File: config.mk
export PLATFORM = sky130hd
export DESIGN_NAME = conwaylife_run_ctrl
export DESIGN_NICKNAME = d
export VERILOG_FILES = /design/src/rtl/conwaylife_run_ctrl.sv
export SDC_FILE = /design/constraint.sdc
export NUM_CORES = 1
export LEC_CHECK = 0
export BUFFER_PORTS_ARGS = -buffer_cell sky130_fd_sc_hd__buf_2
export CORE_AREA = 3 3 312 314
export DETAILED_ROUTE_END_ITERATION = 10
export DIE_AREA = 0 0 315 317
export SLEW_MARGIN = 20
export SYNTH_ARGS = -nofsm -noshare
export SYNTH_HDL_FRONTEND = slang
export SYNTH_SLANG_ARGS = --single-unit
File: constraint.sdc
create_clock -name clk -period 2.8 [get_ports clk]
set_input_delay 0.14 -clock clk [delete_from_list [all_inputs] [get_ports clk]]
set_output_delay 0.14 -clock clk [all_outputs]
set_load 0.02 [all_outputs]
File: src/rtl/conwaylife_run_ctrl.sv
// conwaylife_run_ctrl
//
// Run controller for a 16x16 toroidal Game of Life engine. It loads a seed
// board into the engine, lets it advance one generation per cycle up to a
// programmable limit, and stops early when the board dies out or (optionally)
// settles into a still life or a period-2 oscillator.
//
// Build option:
//   CONWAYLIFE_OSC_DETECT_EN - when defined, keeps the last two boards and
//                              adds the still-life (status 2) and period-2
//                              (status 3) checks. When undefined, only
//                              extinction and the limit end a run.
//
// Ports:
//   clk, reset      rising-edge clock, synchronous active-high reset
//   start           one-cycle run request, honoured only in IDLE
//   seed            initial board, captured with an accepted start
//   gen_limit       maximum generation count, captured with an accepted start
//   pause           level; freezes the board while running
//   life_load       to engine load (1 = engine takes life_data)
//   life_data       to engine data
//   life_q          from engine q (current board)
//   busy            controller is not idle
//   done            one-cycle pulse when a run ends
//   status          0 limit, 1 extinct, 2 still life, 3 period 2
//   gen_count       generations elapsed since the seed was loaded

module conwaylife_run_ctrl #(
    parameter int GEN_W = 16
) (
    input  logic             clk,
    input  logic             reset,
    input  logic             start,
    input  logic [255:0]     seed,
    input  logic [GEN_W-1:0] gen_limit,
    input  logic             pause,
    output logic             life_load,
    output logic [255:0]     life_data,
    input  logic [255:0]     life_q,
    output logic             busy,
    output logic             done,
    output logic [1:0]       status,
    output logic [GEN_W-1:0] gen_count
);

    typedef enum logic [1:0] {
        ST_IDLE = 2'd0,
        ST_LOAD = 2'd1,
        ST_RUN  = 2'd2,
        ST_DONE = 2'd3
    } state_t;

    state_t           state_q, state_d;
    logic [255:0]     seed_q, seed_d;
    logic [GEN_W-1:0] limit_q, limit_d;
    logic [GEN_W-1:0] gen_count_q, gen_count_d;
    logic [1:0]       status_q, status_d;
    logic             done_q, done_d;
`ifdef CONWAYLIFE_OSC_DETECT_EN
    logic [255:0]     prev1_q, prev1_d;
    logic [255:0]     prev2_q, prev2_d;
`endif

    logic       term;
    logic [1:0] term_status;
    logic       run_active;

    // Termination test on the board currently shown by the engine.
    // Priority order matters: an empty board that also matches history is
    // reported as extinct, and any pattern match wins over the limit.
    always_comb begin
        term        = 1'b0;
        term_status = 2'd0;
        if (life_q == '0) begin
            term        = 1'b1;
            term_status = 2'd1;
        end
`ifdef CONWAYLIFE_OSC_DETECT_EN
        else if ((gen_count_q != '0) && (life_q == prev1_q)) begin
            term        = 1'b1;
            term_status = 2'd2;
        end
        else if ((gen_count_q > GEN_W'(1)) && (life_q == prev2_q)) begin
            term        = 1'b1;
            term_status = 2'd3;
        end
`endif
        else if (gen_count_q == limit_q) begin
            term        = 1'b1;
            term_status = 2'd0;
        end
    end

    assign run_active = (state_q == ST_RUN) && !pause;

    // Engine drive. Whenever the engine must not advance, it is handed its
    // own output so the board stays put across the edge.
    always_comb begin
        life_load = 1'b1;
        life_data = life_q;
        if (state_q == ST_LOAD) begin
            life_data = seed_q;
        end else if (run_active && !term) begin
            life_load = 1'b0;
            life_data = '0;
        end
    end

    always_comb begin
        state_d     = state_q;
        seed_d      = seed_q;
        limit_d     = limit_q;
        gen_count_d = gen_count_q;
        status_d    = status_q;
        done_d      = 1'b0;
`ifdef CONWAYLIFE_OSC_DETECT_EN
        prev1_d     = prev1_q;
        prev2_d     = prev2_q;
`endif
        case (state_q)
            ST_IDLE: begin
                if (start) begin
                    state_d     = ST_LOAD;
                    seed_d      = seed;
                    limit_d     = gen_limit;
                    gen_count_d = '0;
                    status_d    = 2'd0;
                end
            end
            ST_LOAD: state_d = ST_RUN;
            ST_RUN: begin
                if (!pause) begin
                    if (term) begin
                        state_d  = ST_DONE;
                        status_d = term_status;
                        done_d   = 1'b1;
                    end else begin
                        // Cannot pass the limit: equality terminates first.
                        gen_count_d = gen_count_q + GEN_W'(1);
`ifdef CONWAYLIFE_OSC_DETECT_EN
                        prev2_d     = prev1_q;
                        prev1_d     = life_q;
`endif
                    end
                end
            end
            ST_DONE: state_d = ST_IDLE;
            default: state_d = ST_IDLE;
        endcase
    end

    always_ff @(posedge clk) begin
        if (reset) begin
            state_q     <= ST_IDLE;
            seed_q      <= '0;
            limit_q     <= '0;
            gen_count_q <= '0;
            status_q    <= 2'd0;
            done_q      <= 1'b0;
`ifdef CONWAYLIFE_OSC_DETECT_EN
            prev1_q     <= '0;
            prev2_q     <= '0;
`endif
        end else begin
            state_q     <= state_d;
            seed_q      <= seed_d;
            limit_q     <= limit_d;
            gen_count_q <= gen_count_d;
            status_q    <= status_d;
            done_q      <= done_d;
`ifdef CONWAYLIFE_OSC_DETECT_EN
            prev1_q     <= prev1_d;
            prev2_q     <= prev2_d;
`endif
        end
    end

    assign busy      = (state_q != ST_IDLE);
    assign done      = done_q;
    assign status    = status_q;
    assign gen_count = gen_count_q;

endmodule
==> results by group <==
Setup path
  • CP most frequent cell: buf_6
  • Crit path depth: 14
  • Worst R2R End: gen_count[9]
  • Worst path cell trace: buf_2, nor4_2, buf_4, nand4_1, buf_6, nor4_4, nand4_4, nand3b_4, buf_12, buf_16, clkbuf_16, nand2_4, o21ai_2, buf_6
  • Required time worst endpoint: 2660 ps
  • CP Launch Point: life_q[252]
  • Critical path endpoint category: output pin
  • Critical Path End: life_data[102]
  • Worst Path Buf+Inv: 7
  • Delay-heaviest family, CP: simple AND/OR/NAND/NOR gates
  • Max stage delay on crit path: 390 ps
  • Startpoint types: input port
  • CP Data Arrival Time: 2840 ps
  • Reg2Reg Depth: 12
  • Reg2Reg Setup Slack: 30 ps
  • Critical Setup Path Class: in2out
  • Worst path slowest cell: nor4_4
  • Critical Path Fanout Max: 8
  • Worst flop-to-flop path startpoint: gen_count[11]

Synthesis
  • FFs w/ async S/R, synth: 0%
  • Post-Syn Area: 14,700 µm²
  • Synth warn: 0
  • Post-synth EDFFs: 0
  • Seq cells post-synth: 292
  • Seq/Total Area, Yosys: 39.8%
  • Area fraction of the dominant cell type after synthesis: 39.8%
  • Synth Instances: 2,269
  • Syn Nets: 2,805
  • Top cells by area, synth: dfxtp_1, nand2_1, a21oi_1
  • Top_reg_cell synth: dfxtp_1
  • Mapped Avg Cell Area: 6.47 µm²
  • Synth cell types: 37
  • Post-synth top area cell: dfxtp_1

Clock tree
  • Clock transition at the registers of the reported paths: 60 ps
  • Bufs on Longest Clock Path: 3
  • CTS Buf Count: 38
  • H-tree depth: 2
  • Clock sink count: 292
  • Root Driver: clkbuf_16
  • Clock Latency Late Sink: 570 ps
  • Clock tree from TritonCTS: yes

Power and ir drop
  • Leakage power: 12.6 nW
  • Sequential share of power: 22.2%
  • Comb pwr share: 56.3%
  • Power per cell area: 838 nW/µm²
  • Total power draw: 0.0241 W
  • Int Power: 0.0137 W
  • Switch share: 43.3%
  • Clock power frac: 21.5%
  • NetSw: 0.0105 W
  • Worst ir drop on vdd: 760 µV

Finish
  • Most frequent cells in the layout: nand2_1, buf_2, dlygate4sd3_1
  • Area taken by multi-input logic gates: 9540 µm²
  • Final non-filler cell total: 4,725
  • Filler Cells Inserted: 9,873
  • Commonest non-fill, non-tap cell in the layout: nand2_1
  • Synthesis-to-finish area growth: 96.0%
  • Final nets: 3,960
  • Layout cells sized above 1: 38.7%
  • Fin util: 30.3%
  • Sequential cell area: 5850 µm²

Die
  • Die ar.: 99,900 µm²
  • Row count: 113
  • Die extent in x: 315 µm
  • # IOs: 809
  • Die height: 317 µm
  • Core area: 94,900 µm²
  • Initial Util: 15.5%

Status
  • Failing checks: setup timing
  • Status: finished, violations left

Place
  • Dpl cells: 4,311
  • Hpwl dp: 61,500 µm
  • GPL Wtd Cong: 0.950
  • I/O Buffers: 807

Flow run
  • Max-cap violations: 0

Detailed routing
  • Via count: 21,100
  • DR pass1 iterations: 5
  • Iter 0 DRT Violations: 1,767
  • Vias per std cell: 4.46
  • Antenna viol nets, final: 0
  • Routed len/inst: 19.3 µm
  • Drt drc: 0
  • Final wirelength: 91,300 µm

STA
  • Final Skew: 28.4 ps
  • Final critical-path required period: 2980 ps
  • # setup viols final: 240
  • F_max: 335 MHz
  • Slew @ Worst Pin: 844 ps
  • RSZ-0062 raised after global routing: true
  • Final Hold Viols: 0
  • Final worst-path cycle share: 107%
  • Post-route setup slack: -184 ps
  • WHS: 77.2 ps
  • Rel. slew slack: 43.7%
  • Slew Viols, Final: 0

Global routing
  • Initial antenna violation count: 15
  • Gr usage total: 15.8%
  • Pin count of the biggest net entering global routing: 127
  • Vias in the first global route: 19,400
  • Gr ovfl total: 0
  • Global-route wire length before repair: 121,000 µm

Min path
  • Worst hold path class: in2reg
  • Min-delay src: pause
==> sequential cells by signal (all words and copies together), names as in the netlist <==
name / count
done: 1
gen_count: 16
limit_q: 16
seed_q: 256
state_q: 2
status: 1
==> cells in the mapped netlist, drive strengths merged (2+ instances only) <==
library cell and count:
nor4 72, nor3 2, and2 2, nand2 1063, nand3 7, clkbuf 137
a21oi 273, a31oi 4, or3 2, nand4 19, o21ai 274, o211ai 3
buf 44, xor2 16, o31ai 9, nand3b 2, nand2b 6, and3 5
nor2 19, ha 4, inv 6, dfxtp 292
==> power groups by stage <==
stage	Combinational [W]	Sequential, W	Clock [W]
2_1_floorplan	0.00614	0.00528	0
3_3_place_gp	0.00991	0.00540	0
3_5_place_dp	0.00992	0.00542	0
4_1_cts	0.0116	0.00534	0.00535
5_1_grt	0.0144	0.00543	0.00550
6_report	0.0136	0.00536	0.00519
==> worst register-to-register path, stage by stage (launching register included) <==
cell and delay (ps):
dfxtp_1 490, xor2_1 210, nor4_2 60, nand4_2 80
buf_4 150, nand3b_4 130, buf_4 170, buf_12 140
clkbuf_16 200, buf_4 150, or3_1 390, buf_12 170
o41ai_1 330
==> kinds of logic (layout without fill, tap and decap cells) <==
group                    after synthesis  count (layout)  synth area share (%)
buffers and inverters                187            1367                  6.14
adder cells (fa/ha/maj)                4               4                 0.341
XOR/XNOR                              16              16                 0.954
other                                  1              12                0.0255
flip-flops                           292             292                  39.8
multiplexers                           1               1                0.0682
AO/OA/AOI/OAI                        567             567                  19.7
AND/OR/NAND/NOR                     1201            1201                  33.0
==> how the worst min path moves through the flow <==
| stage | to | slack (ps) | depth (start not counted) |
|---|---|---|---|
| after floorplan | seed_q[0] | 280 | 2 |
| after global placement | seed_q[85] | 380 | 3 |
| after detailed placement | seed_q[149] | 390 | 3 |
| after CTS | state_q[0] | 30 | 5 |
| after global routing | state_q[0] | 90 | 5 |
| final | state_q[0] | 80 | 5 |
==> routing by layer <==
metal | wire length, µm | global-route usage, %
met5 | 28 | 0
met4 | 3360 | 6.08
met3 | 7830 | 4.02
met2 | 43000 | 26.2
met1 | 37100 | 19.7
==> area by class of cell <==
type	count	area share [%]
repair buffers	1296	36.3
diodes	11	0.0956
well taps	1265	5.50
multi-input cells	1790	33.2
clock inverters	7	0.396
clock buffers	58	4.13
flip-flops and latches	292	20.3
inverters	6	0.0782
==> what timing repair did <==
item	in CTS	in global routing
gates resized for setup	344	505
setup endpoints to repair	275	258
hold endpoints to repair	273	0
hold buffers	298	0
cloned	6	12
pin swaps	51	156
buffers inserted	11	14
==> through the flow <==
step	worst slack [ps]	instance area, µm²	TNS (ps)
floorplan	604	14700	0
global placement	-1070	20800	-263880
detailed placement	-1040	20800	-251400
CTS	-201	26500	-32760
global route	-305	28800	-50880
finish	-184	28800	-15720
Power figures use the tool's default switching activity.
